## src/rtl/avg_pool_divider_pkg.sv

```systemverilog
// Shared FSM encoding and width helpers for the window-average divider.
package avg_pool_divider_pkg;

   typedef enum logic [1:0] {
      ST_ACCUM = 2'd0,
      ST_SCALE = 2'd1,
      ST_HOLD  = 2'd2
   } state_e;

   localparam int ARITH_FLOAT = 0;
   localparam int ARITH_FIXED = 1;

   // Fixed-point accumulator width: headroom for WINDOW full-scale samples, so it never overflows.
   function automatic int acc_width(input int data_width, input int window);
      return data_width + $clog2(window);
   endfunction

endpackage

```

## src/rtl/avg_pool_divider_scale.sv

```systemverilog
// Scale unit: multiplies the window sum by the reciprocal of WINDOW in the selected arithmetic.
module avg_pool_divider_scale
   import avg_pool_divider_pkg::*;
#(
   parameter int                    ARITH_TYPE = 0,
   parameter int                    DATA_WIDTH = 32,
   parameter int                    ACC_W      = 32,
   parameter int                    E          = 8,
   parameter int                    M          = 24,
   parameter int                    FRAC       = 10,
   parameter int                    RECIP_FX   = 256,
   parameter logic [DATA_WIDTH-1:0] RECIP_FP   = DATA_WIDTH'(32'h3E800000)
) (
   input  logic [ACC_W-1:0]      acc_i,
   output logic [DATA_WIDTH-1:0] result_o,
   output logic                  sat_o
);

   if (ARITH_TYPE == ARITH_FIXED) begin : g_fixed
      localparam int                    PW      = ACC_W + DATA_WIDTH;
      localparam logic [DATA_WIDTH-1:0] RECIP_B = DATA_WIDTH'(RECIP_FX);

      logic [PW-1:0] prod;
      logic          in_range;

      fixed_point_mul #(
         .AW   (ACC_W),
         .BW   (DATA_WIDTH),
         .FRAC (FRAC)
      ) u_mul (
         .a_i (acc_i),
         .b_i (RECIP_B),
         .p_o (prod)
      );

      // Representable iff every bit above the result's sign bit copies that sign bit.
      always_comb begin
         in_range = (&prod[PW-1:DATA_WIDTH-1]) | ~(|prod[PW-1:DATA_WIDTH-1]);
         sat_o    = ~in_range;
         if (in_range) begin
            result_o = prod[DATA_WIDTH-1:0];
         end else if (prod[PW-1]) begin
            result_o = {1'b1, {(DATA_WIDTH-1){1'b0}}};
         end else begin
            result_o = {1'b0, {(DATA_WIDTH-1){1'b1}}};
         end
      end
   end else begin : g_float
      floating_point_mul #(
         .E (E),
         .M (M)
      ) u_mul (
         .a_i (acc_i),
         .b_i (RECIP_FP),
         .p_o (result_o)
      );
      assign sat_o = 1'b0;
   end

endmodule

```

## src/rtl/fixed_point_mul.sv

```systemverilog
// Signed fixed-point multiply; the product is arithmetic-shifted right by FRAC (floor rounding).
module fixed_point_mul #(
   parameter int AW   = 18,
   parameter int BW   = 16,
   parameter int FRAC = 10
) (
   input  logic signed [AW-1:0]    a_i,
   input  logic signed [BW-1:0]    b_i,
   output logic signed [AW+BW-1:0] p_o
);
   logic signed [AW+BW-1:0] a_x, b_x, full;

   always_comb begin
      a_x  = (AW+BW)'(a_i);
      b_x  = (AW+BW)'(b_i);
      full = a_x * b_x;
      p_o  = full >>> FRAC;
   end

endmodule

```

## src/rtl/floating_point_add.sv

```systemverilog
// Combinational float add (M counts the hidden bit); truncates, flushes denormals to zero.
module floating_point_add #(
   parameter int E = 8,
   parameter int M = 24
) (
   input  logic [E+M-1:0] a_i,
   input  logic [E+M-1:0] b_i,
   output logic [E+M-1:0] s_o
);
   localparam int W    = E + M;
   localparam int F    = M - 1;
   localparam int EMAX = (1 << E) - 1;

   logic [W-1:0] op_hi, op_lo;
   logic [M-1:0] m_hi, m_lo, m_sh;
   logic [M:0]   sum;
   logic [F-1:0] frac;
   int           e_hi, e_lo, diff, lz, e_res;

   always_comb begin
      if (a_i[W-2:0] >= b_i[W-2:0]) begin
         op_hi = a_i;
         op_lo = b_i;
      end else begin
         op_hi = b_i;
         op_lo = a_i;
      end
      e_hi = int'(op_hi[W-2:F]);
      e_lo = int'(op_lo[W-2:F]);
      m_hi = (e_hi == 0) ? '0 : {1'b1, op_hi[F-1:0]};
      m_lo = (e_lo == 0) ? '0 : {1'b1, op_lo[F-1:0]};
      diff = e_hi - e_lo;
      m_sh = (diff >= M) ? '0 : (m_lo >> diff);
      if (op_hi[W-1] == op_lo[W-1]) begin
         sum = {1'b0, m_hi} + {1'b0, m_sh};
      end else begin
         sum = {1'b0, m_hi} - {1'b0, m_sh};
      end
      lz = M;
      for (int i = 0; i < M; i++) begin
         if (sum[i]) lz = M - 1 - i;
      end
      if (sum[M]) begin
         frac  = F'(sum >> 1);
         e_res = e_hi + 1;
      end else begin
         frac  = F'(sum[M-1:0] << lz);
         e_res = e_hi - lz;
      end
      if (sum == '0 || e_res <= 0) begin
         s_o = '0;
      end else if (e_res >= EMAX) begin
         s_o = {op_hi[W-1], {E{1'b1}}, {F{1'b0}}};
      end else begin
         s_o = {op_hi[W-1], E'(e_res), frac};
      end
   end

endmodule

```

## src/rtl/floating_point_mul.sv

```systemverilog
// Combinational float multiply (M counts the hidden bit); truncates, flushes denormals to zero.
module floating_point_mul #(
   parameter int E = 8,
   parameter int M = 24
) (
   input  logic [E+M-1:0] a_i,
   input  logic [E+M-1:0] b_i,
   output logic [E+M-1:0] p_o
);
   localparam int W    = E + M;
   localparam int F    = M - 1;
   localparam int BIAS = (1 << (E - 1)) - 1;
   localparam int EMAX = (1 << E) - 1;

   logic [2*M-1:0] ma, mb, prod;
   logic [F-1:0]   frac;
   logic           sign;
   int             ea, eb, e_res;

   always_comb begin
      sign  = a_i[W-1] ^ b_i[W-1];
      ea    = int'(a_i[W-2:F]);
      eb    = int'(b_i[W-2:F]);
      ma    = {{M{1'b0}}, 1'b1, a_i[F-1:0]};
      mb    = {{M{1'b0}}, 1'b1, b_i[F-1:0]};
      prod  = ma * mb;
      e_res = ea + eb - BIAS;
      // Product of two [1,2) mantissas lies in [1,4); renormalise by one bit when >= 2.
      if (prod[2*M-1]) begin
         frac  = F'(prod >> M);
         e_res = e_res + 1;
      end else begin
         frac  = F'(prod >> (M - 1));
      end
      if (ea == 0 || eb == 0 || e_res <= 0) begin
         p_o = '0;
      end else if (e_res >= EMAX) begin
         p_o = {sign, {E{1'b1}}, {F{1'b0}}};
      end else begin
         p_o = {sign, E'(e_res), frac};
      end
   end

endmodule

```

## src/rtl/avg_pool_divider.sv

```systemverilog
// Averages each group of WINDOW input samples: accumulate, scale by 1/WINDOW, hold until taken.
module avg_pool_divider
   import avg_pool_divider_pkg::*;
#(
   parameter int                    ARITH_TYPE = 0,
   parameter int                    DATA_WIDTH = 32,
   parameter int                    E          = 8,
   parameter int                    M          = 24,
   parameter int                    FRAC       = 10,
   parameter int                    WINDOW     = 4,
   parameter int                    RECIP_FX   = 256,
   parameter logic [DATA_WIDTH-1:0] RECIP_FP   = DATA_WIDTH'(32'h3E800000)
) (
   input  logic                  clk,
   input  logic                  rst_n,
   input  logic [DATA_WIDTH-1:0] in_data,
   input  logic                  in_valid,
   output logic                  in_ready,
   output logic [DATA_WIDTH-1:0] out_data,
   output logic                  out_valid,
   input  logic                  out_ready,
   output logic                  sat_flag,
   output logic [1:0]            dbg_state_o
);
   localparam int ACC_W = (ARITH_TYPE == ARITH_FIXED) ? acc_width(DATA_WIDTH, WINDOW) : DATA_WIDTH;
   localparam int EXT   = ACC_W - DATA_WIDTH;
   localparam int CW    = $clog2(WINDOW);
   localparam logic [CW-1:0] CNT_LAST = CW'(WINDOW - 1);

   state_e                  state_q, state_d;
   logic [CW-1:0]           cnt_q, cnt_d;
   logic [ACC_W-1:0]        acc_q, acc_d, acc_sum;
   logic [DATA_WIDTH-1:0]   out_q, out_d, scaled;
   logic                    sat_q, sat_d, scale_sat;

   if (ARITH_TYPE == ARITH_FIXED) begin : g_acc_fixed
      assign acc_sum = acc_q + {{EXT{in_data[DATA_WIDTH-1]}}, in_data};
   end else begin : g_acc_float
      floating_point_add #(
         .E (E),
         .M (M)
      ) u_add (
         .a_i (acc_q),
         .b_i (in_data),
         .s_o (acc_sum)
      );
   end

   avg_pool_divider_scale #(
      .ARITH_TYPE (ARITH_TYPE),
      .DATA_WIDTH (DATA_WIDTH),
      .ACC_W      (ACC_W),
      .E          (E),
      .M          (M),
      .FRAC       (FRAC),
      .RECIP_FX   (RECIP_FX),
      .RECIP_FP   (RECIP_FP)
   ) u_scale (
      .acc_i    (acc_q),
      .result_o (scaled),
      .sat_o    (scale_sat)
   );

   // Handshake: a word moves only on a rising edge where valid and ready are both 1; valid
   // never depends on ready, and out_data is frozen while out_valid waits for out_ready.
   assign in_ready    = (state_q == ST_ACCUM);
   assign out_valid   = (state_q == ST_HOLD);
   assign out_data    = out_q;
   assign sat_flag    = sat_q;
   assign dbg_state_o = state_q;

   always_comb begin
      state_d = state_q;
      cnt_d   = cnt_q;
      acc_d   = acc_q;
      out_d   = out_q;
      sat_d   = sat_q;
      case (state_q)
         ST_ACCUM: begin
            if (in_valid) begin
               acc_d = acc_sum;
               if (cnt_q == CNT_LAST) begin
                  cnt_d   = '0;
                  state_d = ST_SCALE;
               end else begin
                  cnt_d   = cnt_q + 1'b1;
               end
            end
         end
         ST_SCALE: begin
            out_d   = scaled;
            sat_d   = sat_q | scale_sat;
            state_d = ST_HOLD;
         end
         ST_HOLD: begin
            if (out_ready) begin
               acc_d   = '0;
               state_d = ST_ACCUM;
            end
         end
         default: state_d = ST_ACCUM;
      endcase
   end

   always_ff @(posedge clk) begin
      if (!rst_n) begin
         state_q <= ST_ACCUM;
         cnt_q   <= '0;
         acc_q   <= '0;
         out_q   <= '0;
         sat_q   <= 1'b0;
      end else begin
         state_q <= state_d;
         cnt_q   <= cnt_d;
         acc_q   <= acc_d;
         out_q   <= out_d;
         sat_q   <= sat_d;
      end
   end

endmodule

```

## config.mk

```make
export PLATFORM = sky130hd
export DESIGN_NAME = avg_pool_divider
export DESIGN_NICKNAME = d
export VERILOG_FILES = /design/src/rtl/avg_pool_divider_pkg.sv /design/src/rtl/avg_pool_divider_scale.sv /design/src/rtl/fixed_point_mul.sv /design/src/rtl/floating_point_add.sv /design/src/rtl/floating_point_mul.sv /design/src/rtl/avg_pool_divider.sv
export SDC_FILE = /design/constraint.sdc
export NUM_CORES = 1
export LEC_CHECK = 0
export BUFFER_PORTS_ARGS = -buffer_cell sky130_fd_sc_hd__buf_4
export CAP_MARGIN = 20
export CORE_AREA = 2 2 164 134
export DETAILED_ROUTE_END_ITERATION = 10
export DIE_AREA = 0 0 166 136
export PLACE_DENSITY = 0.68
export REMOVE_ABC_BUFFERS = 1
export SLEW_MARGIN = 30
export SYNTH_ARGS = -nofsm -noshare
export SYNTH_HDL_FRONTEND = slang
export SYNTH_SLANG_ARGS = --single-unit
```

## constraint.sdc

```tcl
create_clock -name clk -period 19 [get_ports clk]
set_clock_uncertainty 0.1 [all_clocks]
set_input_delay 3.8 -clock clk [delete_from_list [all_inputs] [get_ports clk]]
set_output_delay 3.8 -clock clk [all_outputs]
set_load 0.02 [all_outputs]
```

== Word-level counts from Yosys, hierarchy flattened ==
Index checks and enable logic that the tools add are counted.
Storage, ports and cells
  flip-flop bits (word level): 68
Operators by class
  equality and inequality tests: 7
  shift operators: 2
  reductions and logical operators: 11
  multiplexer cells: 44
  order comparisons: 6
  add/sub/neg operators: 8
Operators with widths (number)
  two-way mux 32 bit: 7
  two-way mux 5 bit: 16
  two-way mux 24 bit: 3
  case mux 32 bit (2 select lines): 1
  two-way mux 31 bit: 2
  greater-or-equal comparator 32 x 6 -> 1 bit (second input constant): 1
  greater-or-equal comparator 32 x 9 -> 1 bit (second input constant): 1
  less-or-equal comparator 32 x 1 -> 1 bit (second input constant): 1
  two-way mux 4 bit: 8
  right shift 24 x 32 -> 24 bit: 1
  greater-or-equal comparator 31 bit: 1
  adder 24 x 24 -> 25 bit: 1
  logical NOT 25 bit: 1
  two-way mux 25 bit: 1
  subtractor 24 x 24 -> 25 bit: 1
  logical NOT 8 bit: 3
  << shifter 24 x 5 -> 23 bit: 1
  two-way mux 23 bit: 1
  greater-or-equal comparator 10 x 9 -> 1 bit (second input constant): 1
  less-or-equal comparator 10 x 1 -> 1 bit (second input constant): 1
  subtractor 9 x 7 -> 10 bit (second input constant): 1
  adder 8 x 1 -> 9 bit (second input constant): 1
  adder 8 x 7 -> 9 bit (second input constant): 1
  subtractor 8 x 5 -> 9 bit: 1
  other kinds (14): 21

== Logic depth before layout (Yosys ltp) ==
  depth after elaboration: 39
  mapped depth: 61
  gate-level depth less buffers: 50

== Modules after synthesis ==
A second synthesis with hierarchy kept.
Second synthesis, totals
  cells, all modules: 3938
  area total of the unflattened synthesis: 31410.1 um2
By module, submodules not included
  floating_point_mul: instances 1, cells each 2305, area an instance 19777.7 um2
  floating_point_add: instances 1, cells each 1396, area an instance 9147.5 um2
  avg_pool_divider: instances 1, cells each 234, area an instance 2469.9 um2
  avg_pool_divider_scale: instances 1, cells each 3, area an instance 15.0 um2

== Worst setup path after synthesis ==
No wires, ideal clock.
  path kind: input to register
  from: input port in_data[28]
  to: register acc_q[21]
  path buffers: 10
  arrival time: 15724 ps
  required time: 18816 ps
  path slack: 3092 ps
  cell stages on the path: 54
  cell sequence: inv_1 -> ha_1 -> buf_2 -> a21oi_1 -> o21bai_1 -> a221o_1 -> or2_1 -> buf_4 -> nor2_4 -> buf_4 -> buf_1 -> clkbuf_1 -> a21oi_1 -> ha_1 -> clkbuf_1 -> clkbuf_1 -> clkinv_1 -> mux4_2 -> [18 not listed] -> clkbuf_1 -> clkbuf_1 -> ha_1 -> inv_1 -> fa_1 -> a21o_1 -> a21oi_1 -> nor2b_1 -> or3_1 -> nor3_1 -> nor4_1 -> nand3_1 -> a211oi_1 -> a211o_1 -> a41oi_4 -> nand4b_4 -> buf_6 -> o31ai_2
Between the ends
  cells in the longest elaborated chain, start to end: 39
Ends and longest elaborated chain
  start: declaration: RTL line avg_pool_divider.sv:16  | input logic [DATA_WIDTH-1:0] in_data,
  branches (longest 36 deep; another with greater-or-equal comparator 32 x 6 -> 1 bit)
  two-way mux 32 bit (*): RTL line floating_point_add.sv:50  | if (sum == '0 || e_res <= 0) begin
  two-way mux 32 bit (*): RTL line avg_pool_divider.sv:80  | if (in_valid) begin
  case mux 32 bit (2 select lines) (*): RTL line avg_pool_divider.sv:78  | case (state_q)
  end signal: assignment: RTL line avg_pool_divider.sv:109  | acc_q <= '0;
  end signal: assignment: RTL line avg_pool_divider.sv:115  | acc_q <= acc_d;
  end: declaration: RTL line avg_pool_divider.sv:32  | logic [ACC_W-1:0] acc_q, acc_d, acc_sum;
Mark *: on every way between the ends. The select of a mux whose other input is x is not followed.
A chain may end at the register's enable or synchronous reset.

== Worst setup path after layout ==
  from: input port in_data[23]
  to: register acc_q[20]
The elaborated chain is that of the path after synthesis.

==> impl.org <==
** Clock tree
- # hold bufs at CTS :: 0
- Count of clock tree sinks :: 68
- Post-CTS timing repair inserted 0 buffers for setup.
- TritonCTS clock tree :: built
- At the later pin of the worst-skew pair, clock insertion delay measures 370 ps.
- The clock passes through at most 2 buffers.
- Counting the buffers created by CTS gives 9.
- Clock tree synthesis selected as its root buffer the cell sky130_fd_sc_hd__clkbuf_16.
- Post-CTS resize count :: 0
- The H-tree was split into 3 levels.
- CTS clock-pin slew for the worst setup and hold paths :: 70 ps

** Placement
- At the end of routability-driven placement, the weighted congestion stood at 1.02.
- Total half-perimeter wirelength after legalization and detailed placement :: 27700 µm
- Number of input and output port buffers inserted :: 71
- Dpl ws :: 1980 ps

** Global route
- The initial antenna violation count came to 0.
- Number of global-route vias before repair :: 10489
- Largest net degree at the start of global routing :: 62
- Overall track demand over capacity in global routing :: 0.314
- Total gr overflow :: 0
- The first global-routing pass estimated 57300 µm of wire.

** Finish
- Utilization after layout :: 0.545
- Ratio of cells with drive above 1 in the final layout :: 0.119
- Number of antenna repair diodes :: 0
- At the end of the flow, the number of nets in the layout was 1596.
- Relative to the synthesized area, the layout overhead comes to 8.84%.

** Timing
- Once routing completed, OpenROAD measured the worst setup slack at 2100 ps.
- Setup TNS after final layout :: 0 ps
- Count of final hold-check violations :: 0
- Setup repair after global routing missed its margin :: false
- Headroom to the max-slew limit came out at 0.300.
- Top achievable clock speed :: 59.2 MHz
- Max-slew violation count :: 0
- Worst-margin pin slew :: 1040 ps
- Setup violations remaining at the end of the flow were counted as 0.
- Of the available clock period, the critical path in the final layout requires 0.890.
- Min Hold Slack :: 390 ps
- The routed design could run at a clock period as short as 16900 ps.

** Synth
- By count the netlist is led by sky130_fd_sc_hd__nand2_1 (177), sky130_fd_sc_hd__nor2_1 (153), sky130_fd_sc_hd__a21oi_1 (135).
- Area share of fa/ha/maj cells after synthesis :: 0.0832
- Yosys instantiated no cell more often than sky130_fd_sc_hd__nand2_1.
- For this run, the number of Yosys warnings is 0.
- By area the synthesized netlist is led by sky130_fd_sc_hd__dfxtp_1 (13%), sky130_fd_sc_hd__mux2i_1 (8.5%), sky130_fd_sc_hd__ha_1 (7.9%).
- The cell count after synthesis came out at 1483.
- Multiplexer share of the synthesized area :: 0.151
- Number of distinct library cell variants in the gate-level netlist after synthesis :: 90
- The most used flip-flop cell after synthesis is sky130_fd_sc_hd__dfxtp_1.
- Mean instance size in the synthesized netlist :: 7.12 µm²
- Of the total synthesized cell area, the portion taken by AND, OR, NAND and NOR gates is 0.243.
- The share of the Yosys chip area taken by registers is 0.129.
- Synth area leader :: sky130_fd_sc_hd__dfxtp_1
- Summed instance area of the synthesized netlist :: 10600 µm²
- Counting flops and latches in the post-synthesis netlist gives 68.
- Post-synthesis compound-gate area fraction :: 0.286
- Of the total synthesized cell area, the portion taken by XOR and XNOR cells is 0.0473.
- Yosys mapped a number of flops with a built-in enable equal to 0.
- The share of synthesized area in the top cell type comes to 0.129.
- Proportion of synthesized flip-flops having asynchronous set or reset :: 0
- Combinational family with the most area after synthesis :: compound AO/OA/AOI/OAI gates

** Worst setup path
- The critical path is of the input pin to flip-flop type.
- In this run the worst path has a maximum fanout of 39.
- Data on the critical path is required at its endpoint by 19170 ps.
- Kind of end point of the critical path :: flip-flop
- Slowest cell on the critical path :: sky130_fd_sc_hd__ha_2
- Kind of cell adding the most delay to the critical path :: simple AND/OR/NAND/NOR gates
- STA classifies the critical path startpoint as an input pin.
- Origin of the critical flop-to-flop path :: acc_q[23]$_SDFFE_PN0P_
- Startpoint of the most critical setup path :: in_data[23]
- The number of buffers and inverters on the critical path is 5.
- Max stage delay on crit path :: 780 ps
- Data on the critical path arrives at its endpoint at 17080 ps.

** Detailed routing
- Iteration-0 DRC count of the detailed router :: 1369
- The final layout contains routed wiring with a total length of 36100 µm.
- The first TritonRoute pass finished after 7 iterations.
- Dividing the detail-routed wire length by the instance count gives 20.4 µm.
- Once detail routing completed, the nets flagged for antenna violations numbered 0.
- Via count of the routed design :: 11513
- Dividing the detail-routed via count by the number of cells gives 6.50.
- In the routed design, unresolved DRC markers number 0.

** Floorplanning
- The floorplan step set the die height to 136 µm.
- Site Rows :: 48
- Width of the die :: 166 µm
- Area of the die :: 22600 µm²
- For this design the top-level I/O count stands at 73.
- Starting density of the core :: 0.501
- Total core area :: 21100 µm²

** Power
- Power per standard cell area :: 199 nW/µm²
- Worst ir drop on vdd :: 0.118 mV
- Leak :: 0.00484 µW

** Hold path
- The min-delay analysis places its worst path in the category flip-flop to flip-flop.
- In this run the most critical hold path is launched from out_data[29]$_SDFFE_PN0N_.

** Flow run
- Max-cap violations in this run came to 0.

** Status
- The flow ran to the end, and the final reports show no timing, DRC or antenna violations.
==> registers in the layout, indices dropped and copies added, names as in the netlist <==
register / cells
out_data: 32
acc_q: 32
cnt_q: 2
dbg_state_o: 2
==> routing by layer <==
layer | part of all wire | routed length [µm] | global-route usage
met5 | 0 | 0 | 0
met4 | 0.023 | 834 | 0.0976
met2 | 0.41 | 14800 | 0.459
met3 | 0.11 | 3880 | 0.0771
met1 | 0.46 | 16600 | 0.453
==> cell type report <==
cell class	count	area, µm²
flip-flops and latches	68	1360
inverters	68	255
repair buffers	88	661
clock inverters	6	38.8
well taps	275	344
multi-input cells	1256	8590
fillers	2048	9590
clock buffers	10	239
==> tightest hold or removal path, stage by stage (launching register included) <==
cell and delay [ps]:
sky130_fd_sc_hd__dfxtp_1 320, sky130_fd_sc_hd__a21oi_1 60, sky130_fd_sc_hd__nor2_1 70
==> per-stage QoR <==
step	instance area, µm²	instances	power (µW)
3_5_place_dp	11200	1755	2050
3_3_place_gp	11200	1755	2050
4_1_cts	11500	1771	2230
6_report	11500	1771	2290
2_1_floorplan	10200	1392	1570
5_1_grt	11500	1771	2460
==> cell usage in the layout, fill, tap and decap left out, types with 20 or more instances in the layout <==
cell,instances
sky130_fd_sc_hd__o21ai_1,20
sky130_fd_sc_hd__nor2b_1,21
sky130_fd_sc_hd__nor2_1,150
sky130_fd_sc_hd__a21oi_1,135
sky130_fd_sc_hd__inv_1,64
sky130_fd_sc_hd__nand3_1,33
sky130_fd_sc_hd__and2_1,24
sky130_fd_sc_hd__mux4_2,21
sky130_fd_sc_hd__buf_4,88
sky130_fd_sc_hd__nor3_1,50
sky130_fd_sc_hd__mux2i_1,90
sky130_fd_sc_hd__ha_1,66
sky130_fd_sc_hd__dfxtp_1,68
sky130_fd_sc_hd__nand2_1,176
sky130_fd_sc_hd__xnor2_1,38
sky130_fd_sc_hd__a22oi_1,28
sky130_fd_sc_hd__a21o_1,21
sky130_fd_sc_hd__o21ai_0,68
==> power by group <==
part	switching, µW	internal (µW)
Combinational	1190	707
Clock	79.6	91.9
Sequential	52.6	164
==> worst paths after layout <==
check,end,slack (ps),depth (start not counted)
hold / removal,out_data[29]$_SDFFE_PN0N_,390,2
hold reg to reg,out_data[29]$_SDFFE_PN0N_,390,2
setup reg to reg,acc_q[20]$_SDFFE_PN0P_,5220,44
setup / recovery,acc_q[20]$_SDFFE_PN0P_,2100,46
==> cells by family (layout without fill, tap and decap cells) <==
family                   Yosys count  after routing
AO/OA/AOI/OAI                    452            452
adder cells (fa/ha/maj)           69             69
flip-flops                        68             68
XOR/XNOR                          57             57
other                              1              1
AND/OR/NAND/NOR                  547            547
buffers and inverters            159            172
multiplexers                     130            130
Power figures use the tool's default switching activity.
